## config.mk

```make
export PLATFORM = sky130hd
export DESIGN_NAME = instr_decode_stage
export DESIGN_NICKNAME = d
export VERILOG_FILES = /design/src/rtl/instr_decode_stage.sv
export SDC_FILE = /design/constraint.sdc
export NUM_CORES = 1
export LEC_CHECK = 0
export CORE_MARGIN = 4
export CORE_UTILIZATION = 45
export DETAILED_ROUTE_END_ITERATION = 10
export PLACE_DENSITY = 0.81
export SYNTH_ARGS = -nofsm -noshare
export SYNTH_HDL_FRONTEND = slang
export SYNTH_SLANG_ARGS = --single-unit
```

## constraint.sdc

```tcl
create_clock -name clk -period 9.6 [get_ports clk]
set_input_delay 2.4 -clock clk [delete_from_list [all_inputs] [get_ports clk]]
set_output_delay 2.4 -clock clk [all_outputs]
set_load 0.02 [all_outputs]
```

## src/rtl/instr_decode_stage.sv

```systemverilog
// Registered ISA decode stage between fetch and execute, with a 2-entry skid buffer on valid/ready.
// Optional macro INSTR_DECODE_ILLEGAL_TRAP_EN adds a trap output and halts intake after an illegal entry.
module instr_decode_stage #(
    parameter int unsigned XLEN          = 32,
    parameter int unsigned PC_WIDTH      = 27,
    parameter logic [15:0] VALID_OP_MASK = 16'hFFFF
) (
    input  logic                clk,
    input  logic                reset,
    input  logic                in_valid,
    output logic                in_ready,
    input  logic [31:0]         in_instr,
    input  logic [PC_WIDTH-1:0] in_pc,
    input  logic                flush,
    output logic                out_valid,
    input  logic                out_ready,
    output logic [PC_WIDTH-1:0] out_pc,
    output logic [3:0]          out_instrOP,
    output logic [3:0]          out_aluOP,
    output logic [2:0]          out_branchOP,
    output logic [XLEN-1:0]     out_constAlu,
    output logic [XLEN-1:0]     out_constAluu,
    output logic [XLEN-1:0]     out_const16,
    output logic [15:0]         out_const16u,
    output logic [26:0]         out_const27,
    output logic [3:0]          out_areg,
    output logic [3:0]          out_breg,
    output logic [3:0]          out_dreg,
    output logic                out_he,
    output logic                out_oe,
    output logic                out_sig,
    output logic                out_illegal
`ifdef INSTR_DECODE_ILLEGAL_TRAP_EN
    ,
    output logic                trap
`endif
);

    localparam int unsigned EXT_W = XLEN - 16;
    localparam int unsigned DEC_W = 69 + 3 * XLEN;
    localparam int unsigned ENT_W = PC_WIDTH + DEC_W;

    // Field extraction; the illegal flag sits in bit 0 of the entry.
    function automatic logic [DEC_W-1:0] decode(input logic [31:0] ins);
        logic       one_src;
        logic [3:0] areg;
        logic [3:0] breg;
        one_src = (ins[31:28] == 4'b0001) || (ins[31:28] == 4'b0011);
        areg    = one_src ? ins[7:4] : ins[11:8];
        breg    = one_src ? 4'h0 : ins[7:4];
        return {ins[31:28], ins[27:24], ins[3:1],
                {{EXT_W{ins[23]}}, ins[23:8]},
                {{EXT_W{1'b0}}, ins[23:8]},
                {{EXT_W{ins[27]}}, ins[27:12]},
                ins[27:12], ins[27:1],
                areg, breg, ins[3:0], ins[8], ins[0],
                ~VALID_OP_MASK[ins[31:28]]};
    endfunction

    logic             m_valid_q, m_valid_d;
    logic             s_valid_q, s_valid_d;
    logic [ENT_W-1:0] m_q, m_d;
    logic [ENT_W-1:0] s_q, s_d;
    logic             rdy_q, rdy_d;
    logic             accept, consume, take_illegal;
    logic [ENT_W-1:0] new_ent;

    assign in_ready = rdy_q && !reset;
    assign accept   = in_valid && in_ready && !flush;
    assign consume  = m_valid_q && out_ready;
    assign new_ent  = {in_pc, decode(in_instr)};

`ifdef INSTR_DECODE_ILLEGAL_TRAP_EN
    logic halt_q, halt_d;
    logic trap_q;

    assign take_illegal = consume && m_q[0];
    assign halt_d       = !flush && (halt_q || take_illegal);
    assign rdy_d        = !s_valid_d && !halt_d;
    assign trap         = trap_q;

    always_ff @(posedge clk or posedge reset) begin
        if (reset) begin
            halt_q <= 1'b0;
            trap_q <= 1'b0;
        end else begin
            halt_q <= halt_d;
            trap_q <= take_illegal;
        end
    end
`else
    assign take_illegal = 1'b0;
    assign rdy_d        = !s_valid_d;
`endif

    // Skid-buffer occupancy and data movement; flush wins over everything.
    always_comb begin
        m_valid_d = m_valid_q;
        s_valid_d = s_valid_q;
        m_d       = m_q;
        s_d       = s_q;
        if (flush) begin
            m_valid_d = 1'b0;
            s_valid_d = 1'b0;
        end else if (m_valid_q && s_valid_q) begin
            if (take_illegal) begin
                m_valid_d = 1'b0;
            end else if (consume) begin
                m_d       = s_q;
                s_valid_d = 1'b0;
            end
        end else if (m_valid_q) begin
            if (take_illegal) begin
                m_valid_d = 1'b0;
                if (accept) begin
                    s_d       = new_ent;
                    s_valid_d = 1'b1;
                end
            end else if (consume && accept) begin
                m_d = new_ent;
            end else if (consume) begin
                m_valid_d = 1'b0;
            end else if (accept) begin
                s_d       = new_ent;
                s_valid_d = 1'b1;
            end
        end else if (accept) begin
            m_d       = new_ent;
            m_valid_d = 1'b1;
        end
    end

    always_ff @(posedge clk or posedge reset) begin
        if (reset) begin
            m_valid_q <= 1'b0;
            s_valid_q <= 1'b0;
            m_q       <= '0;
            s_q       <= '0;
            rdy_q     <= 1'b1;
        end else begin
            m_valid_q <= m_valid_d;
            s_valid_q <= s_valid_d;
            m_q       <= m_d;
            s_q       <= s_d;
            rdy_q     <= rdy_d;
        end
    end

    assign out_valid = m_valid_q;
    assign {out_pc, out_instrOP, out_aluOP, out_branchOP, out_constAlu, out_constAluu,
            out_const16, out_const16u, out_const27, out_areg, out_breg, out_dreg,
            out_he, out_oe, out_illegal} = m_q;
    assign out_sig = out_oe;

endmodule
```

## After elaboration in Yosys (flattened, before gate mapping)

Memory sizes are Yosys's and may differ from the RTL's.
Cells that the tools add are included.

| cells by class | value |
|---|---|
| $lt $le $gt $ge | 1 |
| equal/unequal tests | 5 |
| muxes and demuxes | 21 |
| bitwise operators | 5 |
| reductions and logical operators | 13 |

Operator list:

| kind | number |
|---|---|
| two-way mux 192 bit | 5 |
| two-way mux 1 bit | 14 |
| two-way mux 4 bit | 2 |
| logical AND 1 bit | 6 |
| AND reduction 6 bit | 1 |
| < comparator 4 x 5 -> 1 bit (second input constant) | 1 |
| inverter 1 bit | 5 |
| equality test 4 x 1 -> 1 bit (second input constant) | 1 |
| equality test 4 x 2 -> 1 bit (second input constant) | 1 |
| != test 2 bit (second input constant) | 2 |
| AND reduction 4 bit | 1 |
| logical NOT 1 bit | 3 |
| != test 3 x 1 -> 1 bit (second input constant) | 1 |
| nonzero test 3 bit | 1 |
| logical OR 1 bit | 1 |

| word-level totals | value |
|---|---|
| register bits | 371 |
| ROM bits | 16 |
| bits of input ports | 64 |
| word-level logic and storage cells | 51 |
| memories | 1 |

Memories:

| name | words | width | read ports | clocked after Yosys merged registers in | write ports | line | text |
|---|---|---|---|---|---|---|---|
| (no name shown) | 16 | 1 | 1 | 0 | 0 | 57 | `~VALID_OP_MASK[ins[31:28]]};` |

## Logic depth before layout (Yosys ltp)

Gate-level depths: netlist of run 1.

| logic depth | value |
|---|---|
| depth after elaboration | 11 |
| mapped depth | 6 |
| depth with buffers taken out | 3 |

## Worst setup path before layout of run 1

No wires, ideal clock.

| path | value |
|---|---|
| path kind | input-to-output |
| start point | in reset |
| end point | out in_ready |
| arrival time | 2,704 ps |
| required time | 7,200 ps |
| path slack | 4,496 ps |
| cell stages on the path | 1 |
| path buffers | 0 |
| cells stage by stage | nor2b_1 |

| between the ends | value |
|---|---|
| longest elaborated chain between the ends | 2 |

Ends and longest elaborated chain:

| item | line | text |
|---|---|---|
| from (decl) | 9 | `input logic reset,` |
| logical NOT 1 bit (no source line) | -- |  |
| logical AND 1 bit | 68 | `assign in_ready = rdy_q && !reset;` |
| to (decl) | 11 | `output logic in_ready,` |

No other way between the ends.

## Worst setup path in the final report of run 1

Ends and elaborated chain as after synthesis.

==> results of run 1 <==
[sequential cells by signal, summed over array words and instances (netlist names)]
register and flops:
m_q 67, out_valid 1, s_q 67, rdy_q 1, s_valid_q 1
[cell type report]
| type | count | share of cell area |
|---|---|---|
| well taps | 211 | 0.0283 |
| inverters | 7 | 0.00336 |
| clock inverters | 14 | 0.0262 |
| repair buffers | 247 | 0.264 |
| clock buffers | 18 | 0.0471 |
| multi-input cells | 312 | 0.263 |
| flip-flops and latches | 137 | 0.368 |
[critical path: cells and delay by family]
kind	cells	cell delay [ns]
buffers and inverters	2	1.13
and+or+nand+nor	1	0.15
[per-layer routing]
metal / vias to the layer above / GRT usage / wire length [um]
li1: 2347 / - / -
met4: 0 / 0.0785 / 247
met1: 2692 / 0.244 / 7500
met2: 206 / 0.354 / 9420
met3: 18 / 0.0490 / 1220
met5: - / 0 / 0
[power breakdown]
group	total [mW]	internal, mW	switching, mW	leakage, nW
registers	0.751	0.677	0.0742	1.75
clock network	0.747	0.497	0.250	0.327
logic	0.652	0.328	0.324	2.07
total	2.15	1.50	0.649	4.15
[logic make-up (layout without fill, tap and decap cells)]
family | after synthesis | count (layout) | share of synthesized area
compound gates | 149 | 149 | 0.160
buf+inv | 183 | 286 | 0.173
flops | 137 | 137 | 0.488
mux | 67 | 67 | 0.106
other cells | 1 | 17 | 0.000533
simple gates | 79 | 79 | 0.0728
[synthesized netlist by cell type, drive strengths merged (5+ instances only)]
| master | number | share of area |
|---|---|---|
| dfrtp | 136 | 0.48 |
| and3 | 59 | 0.053 |
| inv | 7 | 0.0037 |
| buf | 150 | 0.16 |
| nand4 | 5 | 0.0044 |
| a31oi | 63 | 0.056 |
| clkbuf | 26 | 0.014 |
| mux2 | 59 | 0.095 |
| o2bb2ai | 59 | 0.074 |
| a21oi | 6 | 0.0043 |
| nand2 | 7 | 0.0048 |
| mux2i | 8 | 0.011 |
[through the flow]
| stage | setup slack [ns] | instance area [sq um] |
|---|---|---|
| detailed placement | 3.54 | 8640 |
| CTS | 3.52 | 9320 |
| global route | 3.47 | 9320 |
| finish | 3.52 | 9320 |
| global placement | 3.53 | 8640 |
| floorplan | 3.53 | 7090 |
[worst min-delay path by stage]
stage	endpoint	start	cells past startpoint
floorplan	m_q[11]$_DFFE_PP0P_	s_q[11]$_DFFE_PP0P_	2
global placement	m_q[13]$_DFFE_PP0P_	s_q[13]$_DFFE_PP0P_	2
detailed placement	m_q[188]$_DFFE_PP0P_	m_q[188]$_DFFE_PP0P_	1
CTS	s_q[9]$_DFFE_PP0P_	s_q[9]$_DFFE_PP0P_	1
global route	m_q[18]$_DFFE_PP0P_	m_q[18]$_DFFE_PP0P_	1
finish	s_q[8]$_DFFE_PP0P_	s_q[8]$_DFFE_PP0P_	1
==> impl_results.md, run 1 <==
- Status: finished clean
- # rows: 45
- Core area: 15300 sq um
- Hold Violations, Final: 0
- CP Data Required Time: 7.20 ns
- Initial Util: 0.461
- Critical path type: in2out
- DR WL/cell: 19.4 um
- Fin crit share: 0.633
- Htree depth: 4
- Total power: 2.15 mW
- Die Wd: 133 um
- Final #Nets: 786
- Slew headroom: 0.142
- Setup crit start: reset
- Largest stage delay on the critical path: 0.62 ns
- Worst reg2reg path depth: 4
- Layout cells sized above 1: 0.151
- Die area: 17700 sq um
- Async SR Flop Fraction: 1.00
- Most frequent cells in the layout: clkdlybuf4s50_1 (241), dfrtp_1 (134), a31oi_1 (63)
- Worst path arrival time: 3.68 ns
- Routability-driven placement congestion ratio: 0.716
- Final setup violation count: 0
- First-pass GRT wire length: 29.4 mm
- Routed Antenna Nets: 0
- First-pass DRT Iterations: 4
- Num CTS Buffers: 17
- Vias in the first global route: 5458
- Mapped cell area: 7030 sq um
- Gr ovfl total: 0
- Crit. End Element: output pin
- EDFF count, synth: 0
- Final Slew Violations: 0
- Unrepaired setup endpoints after global routing: false
- Mapped Avg Cell Area: 11.4 sq um
- Hold buffers post-CTS: 0
- CTS tree: yes
- Most common cell after layout, fill and taps aside: clkdlybuf4s50_1
- Port buffer count: 241
- Reg-to-reg critical path startpoint: out_valid$_DFFE_PP0P_
- Area of the multi-input gates: 2450 sq um
- CP max FO: 4
- Diode count: 0
- Final core utilization: 0.611
- Gr usage total: 0.204
- Final setup skew: 0.00992 ns
- R2r endpoint: s_q[177]$_DFFE_PP0P_
- Worst-path cell chain: clkdlybuf4s50_1 -> nor2b_1 -> clkdlybuf4s50_1
- # DRC: 0
- Reg2reg setup slack: 6.63 ns
- Clk_lat worst skew: 0.40 ns
- Clk sink count: 137
- Pwr/cell area: 231 nW/um^2
- Fillers: 1224
- Hpwl dp: 11.3 mm
- Flops & latches, synth: 137
- Hold Slack: 0.488 ns
- Synth cell types: 32
- Via count: 5263
- Initial DRC count: 250
- Crit path capture: in_ready
- Final Non-Filler Cells: 946
- Syn Inst Count: 616
- Postcts setup bufs: 0
- Primary FF master, synth: dfrtp_1
- Register area: 3430 sq um
- Initial antenna violation count: 0
- Fmax: 165 MHz
- CTS root buffer: clkbuf_16
- # IOs: 259
- Height of the chip: 133 um
- Clk slew on worst S/H paths: 0.06 ns
- Hold Crit Class: reg2reg
- CTS resizes: 0
- CP most frequent cell: clkdlybuf4s50_1
- Worst-Margin Slew: 1.29 ns
- Clock Tree Buf Depth: 2
- Setup TNS: 0 ns
- Largest net degree at the start of global routing: 77
- Peak VDD IR: 0.000120 V
- Final wirelength: 18.4 mm
- Inst Count DP: 914
- Vias/cell: 5.56
- Post-synthesis sequential area ratio: 0.488
- Min Tclk post-route: 6.08 ns
- Crit-path slowest cell: clkdlybuf4s50_1
- Layout area overhead: 32.6%
- Lkg Pwr: 4.15 nW
- Yosys warns: 0
- Max cap viols: 0
- Crit start category: primary input
(Power assumes the default switching activity.)
==> run 2: changes to the inputs <==
==> constraint.sdc (replaced) <==
create_clock -name clk -period 6.35 [get_ports clk]
set_input_delay 1.5875 -clock clk [delete_from_list [all_inputs] [get_ports clk]]
set_output_delay 1.5875 -clock clk [all_outputs]
set_load 0.02 [all_outputs]
==> run 2 against run 1 <==
Final cell count is 0.21% lower. First-iteration DRC count is 15% lower. Combinational power is 50% higher. Clock skew hardly changed. Critical path type unchanged.
==> impl_results.md, run 2 (synthesis gave the netlist of run 1 again) <==
- Hold Crit Start: m_q[162]$_DFFE_PP0P_
- Status: finished clean
- Clock Tree Buf Depth: 2 (unchanged)
- Most common cell after layout, fill and taps aside: clkdlybuf4s50_1
- Hold Crit Class: reg2reg
- Gr ovfl total: 0 (unchanged)
- Crit. End Element: output pin
- Final Slew Violations: 0 (unchanged)
- Inst Count DP: 913 (-0.11%)
- Num CTS Buffers: 17 (unchanged)
- Vias in the first global route: 5479 (+0.38%)
- Initial antenna violation count: 0 (unchanged)
- # IOs: 259 (unchanged)
- Routability-driven placement congestion ratio: 0.781 (+9.1%)
- CP max FO: 4 (unchanged)
- Final #Nets: 785 (-0.13%)
- Hpwl dp: 11.5 mm (+1.6%)
- Worst-Margin Slew: 1.23 ns (-0.0552 ns)
- Top delay family on crit path: buffers and inverters
- Worst path arrival time: 2.86 ns (-0.82 ns)
- Final setup violation count: 0 (unchanged)
- CP Data Required Time: 4.76 ns (-2.44 ns)
- Critical path type: in2out
- CTS root buffer: clkbuf_16
- WP buf/inv: 2 (unchanged)
- Slew headroom: 0.178 (+0.0368)
- R2r endpoint: s_q[169]$_DFFE_PP0P_
- DR WL/cell: 19.2 um (-1.2%)
- Largest stage delay on the critical path: 0.61 ns (about the same)
- Initial DRC count: 212 (-15%)
- Max cap viols: 0 (unchanged)
- Final core utilization: 0.608 (-0.00312)
- Crit start category: primary input
- CTS tree: yes
- Area of the multi-input gates: 2450 sq um (unchanged)
- Crit-path slowest cell: clkdlybuf4s50_1
- Min Tclk post-route: 4.45 ns
- Largest net degree at the start of global routing: 87 (+13%)
- Most frequent cells in the layout: clkdlybuf4s50_1 (241), dfrtp_1 (134), a31oi_1 (63)
- CTS resizes: 0 (unchanged)
- Die area: 17700 sq um (unchanged)
- Register area: 3430 sq um (unchanged)
- Htree depth: 4 (unchanged)
- Postcts setup bufs: 0 (unchanged)
- Fmax: 225 MHz
- Layout cells sized above 1: 0.145 (-0.00641)
- Hold buffers post-CTS: 0 (unchanged)
- Hold Violations, Final: 0 (unchanged)
- Hold EP: m_q[162]$_DFFE_PP0P_
- Clk_lat worst skew: 0.40 ns (about the same)
- Core area: 15300 sq um (unchanged)
- Worst reg2reg path depth: 3 (-1)
- Critical Path Stages: 3 (unchanged)
- First-pass DRT Iterations: 4 (unchanged)
- Reg2reg setup slack: 3.37 ns (-3.26 ns)
- Die Wd: 133 um (unchanged)
- Total power: 3.19 mW (+48%)
- Lkg Pwr: 4.12 nW (-0.59%)
- Worst hold path cell count: 1 (unchanged)
- Routed Antenna Nets: 0 (unchanged)
- Unrepaired setup endpoints after global routing: false
- CP most frequent cell: clkdlybuf4s50_1
- Final setup skew: 0.00955 ns (-0.000370 ns)
- # rows: 45 (unchanged)
- Vias/cell: 5.53 (-0.64%)
- DP Worst Slack: 1.92 ns (-1.63 ns)
- Height of the chip: 133 um (unchanged)
- Worst-path cell chain: clkdlybuf4s50_1 -> nor2b_1 -> clkdlybuf4s50_1
- Setup TNS: 0 ns (unchanged)
- Final Non-Filler Cells: 944 (-0.21%)
- # DRC: 0 (unchanged)
- First-pass GRT wire length: 28.9 mm (-1.7%)
- Via count: 5218 (-0.86%)
- Reg-to-reg critical path startpoint: s_valid_q$_DFF_PP0_
- Peak VDD IR: 0.000177 V (+47%)
- Gr usage total: 0.200 (-0.00363)
- Biggest regs: m_q (67), s_q (67)
- Pwr/cell area: 344 nW/um^2 (+49%)
- Final wirelength: 18.1 mm (-1.4%)
- Layout area overhead: 31.9%
- Clk sink count: 137 (unchanged)
- Diode count: 0 (unchanged)
- Setup ws final: 1.90 ns (-1.62 ns)
- Clk slew on worst S/H paths: 0.06 ns (about the same)
- Initial Util: 0.461 (unchanged)
- Fin crit share: 0.701
- Fillers: 1199 (-2.0%)
- Port buffer count: 241 (unchanged)
run 2: cell count changes in the layout (fill, tap and decap cells not counted), sizes merged:
cell | before | now
clkinvlp | 2 | 1
inv | 9 | 8
buf | 6 | 5
clkinv | 4 | 3
bufinv | 6 | 5
clkbuf | 18 | 21
run 2: layout make-up:
type,count,area share
clock buffer,21,0.0486
multi-input combinational,312,0.264
timing repair buffer,246,0.264
inverter,7,0.00337
sequential,137,0.370
tap,211,0.0285
clock inverter,10,0.0208
run 2: worst max-delay path by stage:
| stage | slack [ns] | startpoint | end |
|---|---|---|---|
| floorplan | 1.10 | reset | m_q[10]$_DFFE_PP0P_ |
| global placement | 1.90 | reset | in_ready |
| detailed placement | 1.92 | reset | in_ready |
| CTS | 1.90 | reset | in_ready |
| global route | 1.84 | reset | in_ready |
| finish | 1.90 | reset | in_ready |
run 2: power breakdown:
group,internal [mW],switching (mW),leakage (nW)
logic,0.496,0.484,2.06
registers,1.02,0.116,1.75
clock network,0.709,0.363,0.308
total,2.23,0.963,4.12
run 2: layer usage:
metal,share of wire,vias up,wire (um),GRT usage
met3,0.060,21,1090,0.0456
met5,0,-,0,0
met4,0.016,0,282,0.0762
met2,0.51,201,9260,0.342
met1,0.41,2662,7500,0.246
li1,-,2334,-,-
run 2: through the flow:
stage / instance area (sq um) / hold WS (ns)
floorplan: 7090 / 0.457
global placement: 8630 / 0.470
detailed placement: 8630 / 0.473
CTS: 9270 / 0.492
global route: 9270 / 0.511
finish: 9270 / 0.489
==> run 3: changes to the inputs <==
==> constraint.sdc (replaced) <==
create_clock -name clk -period 4.5 [get_ports clk]
set_input_delay 1.125 -clock clk [delete_from_list [all_inputs] [get_ports clk]]
set_output_delay 1.125 -clock clk [all_outputs]
set_load 0.02 [all_outputs]
==> run 3 against run 2 <==
Clock power grew 36%. Critical endpoint unchanged. Combinational power grew 42%. Largest power group unchanged. Flip-flop and latch count is the same. Highest routed layer unchanged.
==> impl_results.md, run 3 (synthesis gave the netlist of run 1 again) <==
- Status: finished clean
- Hold buffers post-CTS: 0 (unchanged)
- Post-Place Cell Area: 8710 sq um (+0.97%)
- Hold Crit Class: reg2reg
- CTS tree: yes
- CTS resizes: 0 (unchanged)
- # IOs: 259 (unchanged)
- Final Slew Violations: 0 (unchanged)
- Worst reg2reg path depth: 3 (unchanged)
- Clk pwr share: 0.327 (-0.009)
- Largest stage delay on the critical path: 0.62 ns (about the same)
- DR WL/cell: 19.5 um (+1.7%)
- Via count: 5303 (+1.6%)
- Fin crit share: 0.782
- Reg2reg setup slack: 1.90 ns (-1.47 ns)
- Biggest regs: m_q (67), s_q (67)
- Hold Slack: 0.488 ns (-0.000617 ns)
- Hpwl dp: 12.4 mm (+7.5%)
- Final setup violation count: 0 (unchanged)
- DP Worst Slack: 0.998 ns (-0.918 ns)
- Clk slew on worst S/H paths: 0.06 ns (about the same)
- Largest net degree at the start of global routing: 74 (-15%)
- Combinational share of power: 0.312 (+0.005)
- Layout cells sized above 1: 0.159 (+0.0144)
- Min Tclk post-route: 3.52 ns
- Final setup skew: 0.00522 ns (-0.00433 ns)
- Postcts setup bufs: 0 (unchanged)
- # DRC: 0 (unchanged)
- Htree depth: 4 (unchanged)
- Post-route cell area: 9340 sq um (+0.70%)
- Core area: 15300 sq um (unchanged)
- CP Data Required Time: 3.38 ns (-1.38 ns)
- Num CTS Buffers: 17 (unchanged)
- Sequential power share: 0.361 (+0.004)
- CP most frequent cell: clkdlybuf4s50_1
- Vias in the first global route: 5438 (-0.75%)
- Clock Tree Buf Depth: 2 (unchanged)
- Worst-Margin Slew: 1.08 ns (-0.150 ns)
- Unrepaired setup endpoints after global routing: false
- CTS root buffer: clkbuf_16
- Vias/cell: 5.56 (+0.67%)
- Peak VDD IR: 0.000276 V (+56%)
- Setup ws final: 0.981 ns (-0.918 ns)
- # rows: 45 (unchanged)
- Clk_lat worst skew: 0.41 ns (about the same)
- Reg-to-reg critical path startpoint: out_valid$_DFFE_PP0P_
- Die Wd: 133 um (unchanged)
- Pwr/cell area: 478 nW/um^2 (+39%)
- Worst hold path cell count: 1 (unchanged)
- Gr ovfl total: 0 (unchanged)
- R2r endpoint: m_q[13]$_DFFE_PP0P_
- Hold Crit Start: m_q[189]$_DFFE_PP0P_
- Most frequent cells in the layout: clkdlybuf4s50_1 (241), dfrtp_1 (134), a31oi_1 (63)
- Gr usage total: 0.208 (+0.00807)
- Most common cell after layout, fill and taps aside: clkdlybuf4s50_1
- Slew headroom: 0.274 (+0.0956)
- Critical path type: in2out
- Fmax: 284 MHz
- Initial Util: 0.461 (unchanged)
- Layout area overhead: 32.8%
- Top delay family on crit path: buffers and inverters
- Switching pwr: 1.38 mW (+44%)
- Sw Share: 0.310 (+0.00829)
- Hold EP: m_q[189]$_DFFE_PP0P_
- Clk sink count: 137 (unchanged)
- Final core utilization: 0.612 (+0.00426)
- Setup TNS: 0 ns (unchanged)
- Worst-path cell chain: clkdlybuf4s50_1 -> nor2b_1 -> clkdlybuf4s50_1
- Initial antenna violation count: 0 (unchanged)
- First-pass DRT Iterations: 5 (+1)
- WP buf/inv: 2 (unchanged)
- Crit-path slowest cell: clkdlybuf4s50_1
- Lkg Pwr: 4.15 nW (+0.76%)
- Int Pwr: 3.08 mW (+38%)
- Final #Nets: 793 (+1.0%)
- Max cap viols: 0 (unchanged)
- Port buffer count: 241 (unchanged)
- Crit. End Element: output pin
- Routed Antenna Nets: 0 (unchanged)
- Die area: 17700 sq um (unchanged)
- Crit start category: primary input
- Hold Violations, Final: 0 (unchanged)
- CP max FO: 4 (unchanged)
- Worst path arrival time: 2.39 ns (-0.47 ns)
- Final wirelength: 18.6 mm (+2.7%)
- First-pass GRT wire length: 29.7 mm (+2.8%)
- Height of the chip: 133 um (unchanged)
- Routability-driven placement congestion ratio: 0.778 (-0.40%)
- Initial DRC count: 363 (+71%)
- Diode count: 0 (unchanged)
-- run 3: power groups by stage --
stage	registers, mW	logic (mW)	clock network, mW
after global placement	1.61	1.38	0
after detailed placement	1.63	1.40	0
after global routing	1.64	1.46	1.54
final	1.61	1.39	1.46
after floorplan	1.73	0.793	0
after CTS	1.61	1.41	1.48
-- run 3: per-layer routing --
| layer | vias up | global-route usage | wire length (um) |
|---|---|---|---|
| met5 | - | 0 | 0 |
| met4 | 0 | 0.0762 | 365 |
| met3 | 29 | 0.0536 | 1320 |
| met2 | 254 | 0.354 | 9330 |
| met1 | 2666 | 0.256 | 7610 |
| li1 | 2354 | - | - |
-- run 3: stage by stage --
stage	cells	total power, mW
after floorplan	632	2.52
after CTS	953	4.49
after global placement	921	2.99
after detailed placement	921	3.03
final	953	4.46
after global routing	953	4.64
-- run 3: cell type report --
type                    count  area (sq um)
fillers                  1168          5920
flip-flops and latches    137          3430
multi-input cells         312          2450
clock buffers              21           480
clock inverters            11           144
inverters                   7          30.0
well taps                 211           264
repair buffers            254          2530
-- run 3: how the worst max path moves through the flow --
stage | from | cells past startpoint | to | slack (ns)
final | reset | 3 | in_ready | 0.98
after global routing | reset | 3 | in_ready | 0.93
after CTS | reset | 3 | in_ready | 0.98
after detailed placement | reset | 3 | in_ready | 1.0
after global placement | reset | 3 | in_ready | 1.01
after floorplan | reset | 1 | m_q[10]$_DFFE_PP0P_ | 1.67
